===== src/rtl/xcore_bpu_cmt_unit.sv =====
// xcore_bpu_cmt_unit: in-order queue of fetch-time branch predictions.
// Each prediction is checked against its execute-stage resolution and the
// block emits the commit feedback for the predictor: GHR repair, BIM
// counter update, BTB write data, and a fetch flush/redirect on mispredict.
module xcore_bpu_cmt_unit #(
    parameter int WIDTH  = 32,
    parameter int GHRLEN = 2,
    parameter int DEPTH  = 4,
    parameter int CNTW   = 3
) (
    input  logic              i_sys_clk,
    input  logic              i_sys_rst,
    input  logic              i_bpu_push,
    input  logic [WIDTH-1:0]  i_bpu_pc,
    input  logic [GHRLEN-1:0] i_bpu_ghr,
    input  logic [1:0]        i_bpu_bits,
    input  logic              i_bpu_redir,
    input  logic [WIDTH-1:0]  i_bpu_target,
    input  logic              i_ex_vld,
    input  logic [2:0]        i_ex_type,
    input  logic              i_ex_taken,
    input  logic [WIDTH-1:0]  i_ex_target,
    output logic              o_cmt_req,
    output logic              o_cmt_ghr,
    output logic              o_cmt_ghr_target,
    output logic [GHRLEN-1:0] o_cmt_ghr_val,
    output logic [1:0]        o_cmt_bits,
    output logic [WIDTH-1:0]  o_wb_instr_pc,
    output logic [2:0]        o_wb_cmt_type,
    output logic [WIDTH-1:0]  o_wb_cmt_target,
    output logic              o_flush,
    output logic [WIDTH-1:0]  o_flush_pc,
    output logic              o_q_full,
    output logic              o_q_empty,
    output logic [CNTW-1:0]   o_q_cnt
);

    localparam int PW = $clog2(DEPTH);
    localparam logic [2:0] TYPE_BRANCH = 3'b001;

    typedef enum logic {
        ST_RUN   = 1'b0,
        ST_RECOV = 1'b1
    } state_t;

    state_t            state_q, state_d;
    logic [PW-1:0]     rd_q, rd_d;
    logic [PW-1:0]     wr_q, wr_d;
    logic [CNTW-1:0]   cnt_q, cnt_d;

    logic              cmt_req_q, cmt_req_d;
    logic              cmt_ghr_q, cmt_ghr_d;
    logic              cmt_ghr_target_q, cmt_ghr_target_d;
    logic [GHRLEN-1:0] cmt_ghr_val_q, cmt_ghr_val_d;
    logic [1:0]        cmt_bits_q, cmt_bits_d;
    logic [WIDTH-1:0]  wb_instr_pc_q, wb_instr_pc_d;
    logic [2:0]        wb_cmt_type_q, wb_cmt_type_d;
    logic [WIDTH-1:0]  wb_cmt_target_q, wb_cmt_target_d;
    logic              flush_q, flush_d;
    logic [WIDTH-1:0]  flush_pc_q, flush_pc_d;

    // Prediction storage, one slot per in-flight control instruction.
    logic [WIDTH-1:0]  ent_pc_q    [DEPTH];
    logic [GHRLEN-1:0] ent_ghr_q   [DEPTH];
    logic [1:0]        ent_bits_q  [DEPTH];
    logic              ent_redir_q [DEPTH];
    logic [WIDTH-1:0]  ent_tgt_q   [DEPTH];

    logic              q_full, q_empty, in_run;
    logic              pop, push_ok;
    logic [WIDTH-1:0]  head_pc, head_tgt;
    logic [GHRLEN-1:0] head_ghr;
    logic [1:0]        head_bits;
    logic              head_redir;
    logic              is_branch, taken_eff, mispredict;
    logic [1:0]        bits_upd;

    // Queue status, head fields and resolution compare.
    always_comb begin
        q_full     = (cnt_q == CNTW'(DEPTH));
        q_empty    = (cnt_q == '0);
        in_run     = (state_q == ST_RUN);
        pop        = in_run & i_ex_vld & ~q_empty;

        head_pc    = ent_pc_q[rd_q];
        head_ghr   = ent_ghr_q[rd_q];
        head_bits  = ent_bits_q[rd_q];
        head_redir = ent_redir_q[rd_q];
        head_tgt   = ent_tgt_q[rd_q];

        is_branch  = (i_ex_type == TYPE_BRANCH);
        taken_eff  = is_branch ? i_ex_taken : 1'b1;
        mispredict = (head_redir != taken_eff) |
                     (taken_eff & head_redir & (head_tgt != i_ex_target));

        // Saturating 2-bit counter for branches; jumps are always strongly taken.
        if (!is_branch) begin
            bits_upd = 2'b11;
        end else if (taken_eff) begin
            bits_upd = (head_bits == 2'b11) ? 2'b11 : head_bits + 2'b01;
        end else begin
            bits_upd = (head_bits == 2'b00) ? 2'b00 : head_bits - 2'b01;
        end

        // A push in the same cycle as a mispredict pop is wrong-path.
        push_ok = in_run & i_bpu_push & ~q_full & ~(pop & mispredict);
    end

    // Next-state for pointers, count, FSM and the registered commit bus.
    always_comb begin
        // NOTE: every signal gets a default before any branch, otherwise a path that
        // skips an assignment makes the tool infer a latch.
        state_d          = state_q;
        rd_d             = rd_q;
        wr_d             = wr_q;
        cnt_d            = cnt_q;
        cmt_req_d        = 1'b0;
        flush_d          = 1'b0;
        cmt_ghr_d        = cmt_ghr_q;
        cmt_ghr_target_d = cmt_ghr_target_q;
        cmt_ghr_val_d    = cmt_ghr_val_q;
        cmt_bits_d       = cmt_bits_q;
        wb_instr_pc_d    = wb_instr_pc_q;
        wb_cmt_type_d    = wb_cmt_type_q;
        wb_cmt_target_d  = wb_cmt_target_q;
        flush_pc_d       = flush_pc_q;

        if (state_q == ST_RECOV) begin
            state_d = ST_RUN;
        end

        if (pop) begin
            cmt_req_d        = 1'b1;
            cmt_ghr_d        = mispredict;
            cmt_ghr_target_d = taken_eff;
            // Shift the actual outcome into the history snapshot.
            cmt_ghr_val_d    = GHRLEN'({head_ghr, taken_eff});
            cmt_bits_d       = bits_upd;
            wb_instr_pc_d    = head_pc;
            wb_cmt_type_d    = i_ex_type;
            wb_cmt_target_d  = i_ex_target;
            flush_d          = mispredict;
            flush_pc_d       = taken_eff ? i_ex_target : head_pc + WIDTH'(4);
            if (mispredict) begin
                // Everything younger than the head is on the wrong path.
                state_d = ST_RECOV;
                rd_d    = wr_q;
                cnt_d   = '0;
            end else begin
                rd_d  = rd_q + PW'(1);
                cnt_d = cnt_q - CNTW'(1);
            end
        end

        if (push_ok) begin
            wr_d  = wr_q + PW'(1);
            cnt_d = cnt_d + CNTW'(1);
        end
    end

    // Control and output registers with synchronous reset.
    always_ff @(posedge i_sys_clk) begin
        // NOTE: clocked state uses non-blocking assignments so every flop samples
        // its _d value from before the edge, independent of statement order.
        if (i_sys_rst) begin
            state_q          <= ST_RUN;
            rd_q             <= '0;
            wr_q             <= '0;
            cnt_q            <= '0;
            cmt_req_q        <= 1'b0;
            cmt_ghr_q        <= 1'b0;
            cmt_ghr_target_q <= 1'b0;
            cmt_ghr_val_q    <= '0;
            cmt_bits_q       <= '0;
            wb_instr_pc_q    <= '0;
            wb_cmt_type_q    <= '0;
            wb_cmt_target_q  <= '0;
            flush_q          <= 1'b0;
            flush_pc_q       <= '0;
        end else begin
            state_q          <= state_d;
            rd_q             <= rd_d;
            wr_q             <= wr_d;
            cnt_q            <= cnt_d;
            cmt_req_q        <= cmt_req_d;
            cmt_ghr_q        <= cmt_ghr_d;
            cmt_ghr_target_q <= cmt_ghr_target_d;
            cmt_ghr_val_q    <= cmt_ghr_val_d;
            cmt_bits_q       <= cmt_bits_d;
            wb_instr_pc_q    <= wb_instr_pc_d;
            wb_cmt_type_q    <= wb_cmt_type_d;
            wb_cmt_target_q  <= wb_cmt_target_d;
            flush_q          <= flush_d;
            flush_pc_q       <= flush_pc_d;
        end
    end

    // Write accepted predictions into the slot at the write pointer.
    always_ff @(posedge i_sys_clk) begin
        // NOTE: the storage array has no reset; an entry is only read after it has
        // been written, because the count and pointers are reset.
        if (push_ok) begin
            ent_pc_q[wr_q]    <= i_bpu_pc;
            ent_ghr_q[wr_q]   <= i_bpu_ghr;
            ent_bits_q[wr_q]  <= i_bpu_bits;
            ent_redir_q[wr_q] <= i_bpu_redir;
            ent_tgt_q[wr_q]   <= i_bpu_target;
        end
    end

    assign o_cmt_req        = cmt_req_q;
    assign o_cmt_ghr        = cmt_ghr_q;
    assign o_cmt_ghr_target = cmt_ghr_target_q;
    assign o_cmt_ghr_val    = cmt_ghr_val_q;
    assign o_cmt_bits       = cmt_bits_q;
    assign o_wb_instr_pc    = wb_instr_pc_q;
    assign o_wb_cmt_type    = wb_cmt_type_q;
    assign o_wb_cmt_target  = wb_cmt_target_q;
    assign o_flush          = flush_q;
    assign o_flush_pc       = flush_pc_q;
    assign o_q_full         = q_full;
    assign o_q_empty        = q_empty;
    assign o_q_cnt          = cnt_q;

endmodule


===== config.mk =====
export PLATFORM = sky130hd
export DESIGN_NAME = xcore_bpu_cmt_unit
export DESIGN_NICKNAME = d
export VERILOG_FILES = /design/src/rtl/xcore_bpu_cmt_unit.sv
export SDC_FILE = /design/constraint.sdc
export NUM_CORES = 1
export LEC_CHECK = 0
export BUFFER_PORTS_ARGS = -buffer_cell sky130_fd_sc_hd__buf_2
export CORE_UTILIZATION = 50
export DETAILED_ROUTE_END_ITERATION = 7
export PLACE_DENSITY_LB_ADDON = 0.15
export SYNTH_ARGS = -nofsm -noshare
export SYNTH_HDL_FRONTEND = slang
export SYNTH_SLANG_ARGS = --single-unit

===== constraint.sdc =====
create_clock -name i_sys_clk -period 7 [get_ports i_sys_clk]
set_input_delay 1.05 -clock i_sys_clk [delete_from_list [all_inputs] [get_ports i_sys_clk]]
set_output_delay 1.05 -clock i_sys_clk [all_outputs]
set_load 0.05 [all_outputs]

## Yosys cells after proc, flatten, opt, wreduce, memory -nomap -nowiden

Memories as Yosys holds them, arrays and structs flattened. A register that Yosys moved wholly into a read port is not among the register bits.
Index checks and enable logic that the tools add are counted.

| word-level totals | value |
|---|---|
| memories kept | 5 |
| RAM bits | 276 |
| bits of input ports | 109 |
| word-level logic and storage cells | 70 |
| register bits after elaboration | 115 |
| output and inout port bits | 112 |

| operators by class | value |
|---|---|
| muxes and demuxes | 22 |
| reduce and logical (&&, ||, !) cells | 3 |
| eq/ne operators | 5 |
| add/sub/neg operators | 7 |
| bitwise gates (word level) | 14 |

Memories:

| memory | words | width | read ports | clocked after memory_dff | wr ports | RTL line | RTL |
|---|---|---|---|---|---|---|---|
| ent_pc_q | 4 | 32 | 1 | 1 | 1 | 63 | `logic [WIDTH-1:0] ent_pc_q [DEPTH];` |
| ent_tgt_q | 4 | 32 | 1 | 1 | 1 | 67 | `logic [WIDTH-1:0] ent_tgt_q [DEPTH];` |
| ent_bits_q | 4 | 2 | 1 | 1 | 1 | 65 | `logic [1:0] ent_bits_q [DEPTH];` |
| ent_ghr_q | 4 | 2 | 1 | 1 | 1 | 64 | `logic [GHRLEN-1:0] ent_ghr_q [DEPTH];` |
| ent_redir_q | 4 | 1 | 1 | 1 | 1 | 66 | `logic ent_redir_q [DEPTH];` |

Operators with widths:

| operator | count |
|---|---|
| adder 32 x 3 -> 32 bit, second input constant | 1 |
| 2-to-1 mux 32 bit | 1 |
| inequality test 32 bit | 1 |
| 2-to-1 mux 2 bit | 13 |
| 2-to-1 mux 3 bit | 3 |
| bitwise AND 1 bit | 8 |
| adder 2 x 1 -> 2 bit, second input constant | 3 |
| 2-to-1 mux 1 bit | 5 |
| NOT 1 bit | 5 |
| adder 3 x 1 -> 3 bit, second input constant | 1 |
| equality test 3 x 1 -> 1 bit, second input constant | 1 |
| equality test 3 bit, second input constant | 1 |
| zero test 3 bit | 1 |
| subtractor 3 x 1 -> 3 bit, second input constant | 1 |
| equality test 2 bit, second input constant | 1 |
| zero test 2 bit | 1 |
| OR reduction 2 bit | 1 |
| subtractor 2 x 1 -> 2 bit, second input constant | 1 |
| inequality test 1 bit | 1 |
| OR 1 bit | 1 |

## Logic depth before layout (Yosys ltp)

| logic depth | value |
|---|---|
| depth after elaboration | 10 |
| mapped depth | 15 |
| gate-level depth less buffers | 12 |

## Worst setup path before layout

OpenSTA, ideal clock, no wires.

| path | value |
|---|---|
| kind | input to register |
| from | input i_ex_type[2] |
| to | memory ent_bits_q[0][0] (enable) |
| required time | 6566 ps |
| setup time | 434 ps |
| cell stages on the path | 9 |
| path slack | 2170 ps |
| arrival time | 4396 ps |
| path through | or3b_2 nor2_1 inv_1 clkbuf_1 ha_1 inv_1 nand2_1 o21ai_4 and2_1 |

| between the ends | value |
|---|---|
| longest elaborated chain between the ends | 10 |
| elaborated cells between the ends (all ways) | 11 |
| classes of those cells | eq/ne: 2; mux: 3; bitwise: 6 |

Ends and longest elaborated chain:

| element | RTL line | RTL |
|---|---|---|
| start, declared | 20 | `input logic [2:0] i_ex_type,` |
| equality test 3 x 1 -> 1 bit * | 91 | `is_branch = (i_ex_type == TYPE_BRANCH);` |
| 2-to-1 mux 1 bit * | 92 | `taken_eff = is_branch ? i_ex_taken : 1'b1;` |
| net taken_eff | 75 | `logic is_branch, taken_eff, mispredict;` |
| bitwise AND 1 bit (2 in a row) | 94 | `(taken_eff & head_redir & (head_tgt != i_ex_target));` |
| OR 1 bit * | 93 | `mispredict = (head_redir != taken_eff) \|` |
| bitwise AND 1 bit * | 106 | `push_ok = in_run & i_bpu_push & ~q_full & ~(pop & mispredict);` |
| NOT 1 bit * | 106 |  |
| bitwise AND 1 bit * | 106 |  |
| 2-to-1 mux 1 bit * | 202 | `if (push_ok) begin` |
| 2-to-1 mux 1 bit (not written as such) * | 205 | `ent_bits_q[wr_q] <= i_bpu_bits;` |
| end, declared | 65 |  |

The timed path passes the listed nets; every way through them passes the cells marked *.

==> results by group <==
Global route
  • Vias in the first global route: 9,091
  • Initial antenna violation count: 5
  • Total GRT Usage: 23.8%
  • Grt total ovfl: 0
  • First-pass GRT wire length: 54,800 µm
  • Largest net degree at the start of global routing: 81

Die
  • Core ar.: 29,800 µm²
  • Initial Util: 51.2%
  • Die ar.: 31,200 µm²
  • Die X: 177 µm
  • Rows: 63
  • Die Height: 177 µm
  • IO Pins: 221

Drt
  • Via density: 5.58
  • # DRC: 0
  • Drt total wl: 37,100 µm
  • DRT iter0 DRCs: 800
  • Drt pass-1 iters: 5
  • Via count: 9,390
  • Post-DRT Antenna Nets: 0
  • Drt wl/cell: 22.0 µm

Place
  • Port Buffers: 219
  • Area after DPL: 16,700 µm²
  • DP Wirelength: 24,600 µm
  • Gpl congestion: 0.788

Flow run
  • Max-cap viol count: 0

Setup path
  • CP Launch Type: flop
  • Crit-path max FO: 63
  • Number of buffers and inverters on the critical path: 2
  • Critical path capture point type: flop
  • Biggest cell delay along the critical path: 0.98 ns
  • CP Data Required Time: 7.25 ns
  • Family with the most delay on the worst path: simple AND/OR/NAND/NOR gates
  • Critical-path cell list: buf_4 -> mux4_2 -> xor2_1 -> nor4_1 -> nand2_1 -> o41a_1 -> o21ai_4 -> and2_4 -> buf_4
  • Most Frequent Cell on Critical Path: buf_4
  • Critical path's slowest cell: dfxtp_2
  • CP Class: flop to flop
  • Crit path DAT: 4.95 ns

Timing
  • Fin. Hold Viols: 0
  • Setup_tns: 0 ns
  • Worst slew margin: 25.8%
  • Final Critical Period: 4.71 ns
  • Tightest Pin Transition: 1.11 ns
  • Clock skew: 0.0248 ns
  • Max Fclk: 212 MHz
  • Crit share post-route: 67.2%
  • Max-slew violation count: 0
  • Final setup viols: 0
  • Hold slack: 0.450 ns
  • RSZ-0062 raised after global routing: false

Final layout
  • Share of cells above drive strength 1: 29.6%
  • Area growth, synth to finish: 17.3%
  • Fin util: 60.0%
  • Final instance area: 17,900 µm²
  • Nets: 1,378

Power and ir drop
  • Clock power share: 24.3%
  • Logic gate share of total power: 34.6%
  • NetSw: 2.99 mW
  • Switching part of the total: 37.1%
  • Sequential share of power: 41.1%
  • Worst IR Drop VDD: 0.313 mV
  • P_leak: 6.37 nW
  • Internal power: 5.05 mW
  • PD cells: 449 nW/µm²

CTS
  • Post-CTS Setup Repair Bufs: 0
  • Clk buf depth: 3
  • Hold Buf Count CTS: 0
  • Root Buffer: clkbuf_16
  • Clk slew on worst S/H paths: 0.06 ns
  • CTS Buf Count: 41
  • CTS Sinks: 387
  • CTS tree: yes
  • Clk_lat worst skew: 0.54 ns
  • PostCTS Resize Cnt: 0
  • H-tree levels: 2

Synth
  • Sequential cell area fraction in the yosys report: 68.6%
  • Netlist cell types: 46
  • Mapped Cells: 1,043
  • Synth Register Bits: 387
  • Post-Syn Area: 15,300 µm²
  • Ys flop type: edfxtp_1
  • Synthesized area per cell: 14.6 µm²
  • Yosys warning count: 0
  • Number of synthesized flops with an enable pin: 272
  • Syn nets: 1,161
  • Async SR Flop Fraction: 0%

Hold path
  • HP Class: flop to flop
  • Hold_sp: o_wb_cmt_target[16]$_SDFFE_PP0P_

Status
  • Status: completed
[through the flow]
stage          total power, mW  std cells  worst slack (ns)
3_5_place_dp              6.16       1607              2.23
3_3_place_gp              6.12       1607              2.23
2_1_floorplan             5.39       1043              2.17
4_1_cts                   8.11       1681              2.22
6_report                  8.04       1683              2.29
5_1_grt                   8.43       1682              2.05
[power by group through the flow]
stage / Sequential [mW] / Combinational (mW) / Clock (mW)
global placement: 3.33 / 2.78 / 0
CTS: 3.31 / 2.81 / 1.99
detailed placement: 3.36 / 2.80 / 0
global route: 3.36 / 3.00 / 2.08
finish: 3.30 / 2.78 / 1.96
floorplan: 3.85 / 1.54 / 0
[layout make-up]
type	instances	area (µm²)
Sequential cell	387	10500
Clock inverter	14	75.1
Tap cell	390	488
Multi-Input combinational cell	580	4450
Clock buffer	60	1130
Antenna cell	2	5.00
Timing Repair Buffer	235	1220
Fill cell	2389	11900
Inverter	15	56.3
[registers in the layout (all words and copies together) (netlist names), 4 cells and up, named ones only]
name / cells
o_wb_cmt_target: 32
ent_tgt_q: 128
ent_ghr_q: 4
o_wb_instr_pc: 32
ent_pc_q: 128
ent_redir_q: 4
ent_bits_q: 8
o_flush_pc: 32
[cells in the mapped netlist, types with 12 or more instances]
master | instances | area, µm²
o21ai_0 | 17 | 85.1
nor2_1 | 44 | 165
dfxtp_1 | 115 | 2300
clkbuf_1 | 42 | 158
mux4_2 | 68 | 1530
nor3_1 | 12 | 60.1
xnor2_1 | 25 | 219
inv_1 | 15 | 56.3
a211oi_1 | 18 | 135
and4_1 | 12 | 105
edfxtp_1 | 272 | 8170
a21oi_1 | 87 | 435
xor2_1 | 38 | 333
nand2_1 | 169 | 634
[routing by layer]
metal  routed length [µm]  global-route usage [%]
met5                   13                       0
met4                  860                    6.79
met3                 2490                    4.88
met2                17700                    37.9
met1                16000                    33.3
[final timing paths]
path              slack [ns]  cells past startpoint                                to
setup / recovery        2.29                      9         ent_tgt_q[3][6]$_DFFE_PP_
hold / removal          0.45                      2  o_wb_cmt_target[16]$_SDFFE_PP0P_
setup reg to reg        2.29                      9         ent_tgt_q[3][6]$_DFFE_PP_
hold reg to reg         0.45                      2  o_wb_cmt_target[16]$_SDFFE_PP0P_
[cell families after synthesis]
| kind of cell | after synthesis | share of synthesized area (%) |
|---|---|---|
| adders and majority gates | 9 | 0.738 |
| buffers and inverters | 76 | 2.39 |
| AOI/OAI and AO/OA | 152 | 5.94 |
| xor gates and xnor gates | 63 | 3.62 |
| DFF | 387 | 68.6 |
| muxes | 75 | 10.5 |
| and+or+nand+nor | 281 | 8.16 |
[layout by cell type (no fill, tap or decap), types with 5 or more instances in the layout]
| master | count |
|---|---|
| a31o_2 | 10 |
| xnor2_1 | 25 |
| clkinv_1 | 5 |
| o21ai_0 | 17 |
| and4_1 | 12 |
| nand3_1 | 10 |
| clkbuf_16 | 41 |
| nor4_1 | 10 |
| a211oi_1 | 18 |
| clkinv_2 | 6 |
| mux4_2 | 68 |
| buf_4 | 17 |
| nand2_1 | 169 |
| nor2_1 | 43 |
| edfxtp_1 | 272 |
| nand4_1 | 7 |
| ha_1 | 9 |
| a31oi_1 | 7 |
| xor2_1 | 38 |
| inv_1 | 15 |
| buf_2 | 218 |
| clkbuf_1 | 16 |
| a21oi_1 | 87 |
| dfxtp_1 | 113 |
| nor3_1 | 12 |
[worst reg2reg max path: stages, from the launching register on]
cell     delay [ns]
dfxtp_2        0.98
buf_4          0.45
mux4_2         0.36
xor2_1         0.16
nor4_1         0.34
nand2_1        0.21
o41a_1         0.48
o21ai_4        0.27
and2_4         0.85
buf_4          0.32
No activity file was read; power rests on OpenSTA's default activity.
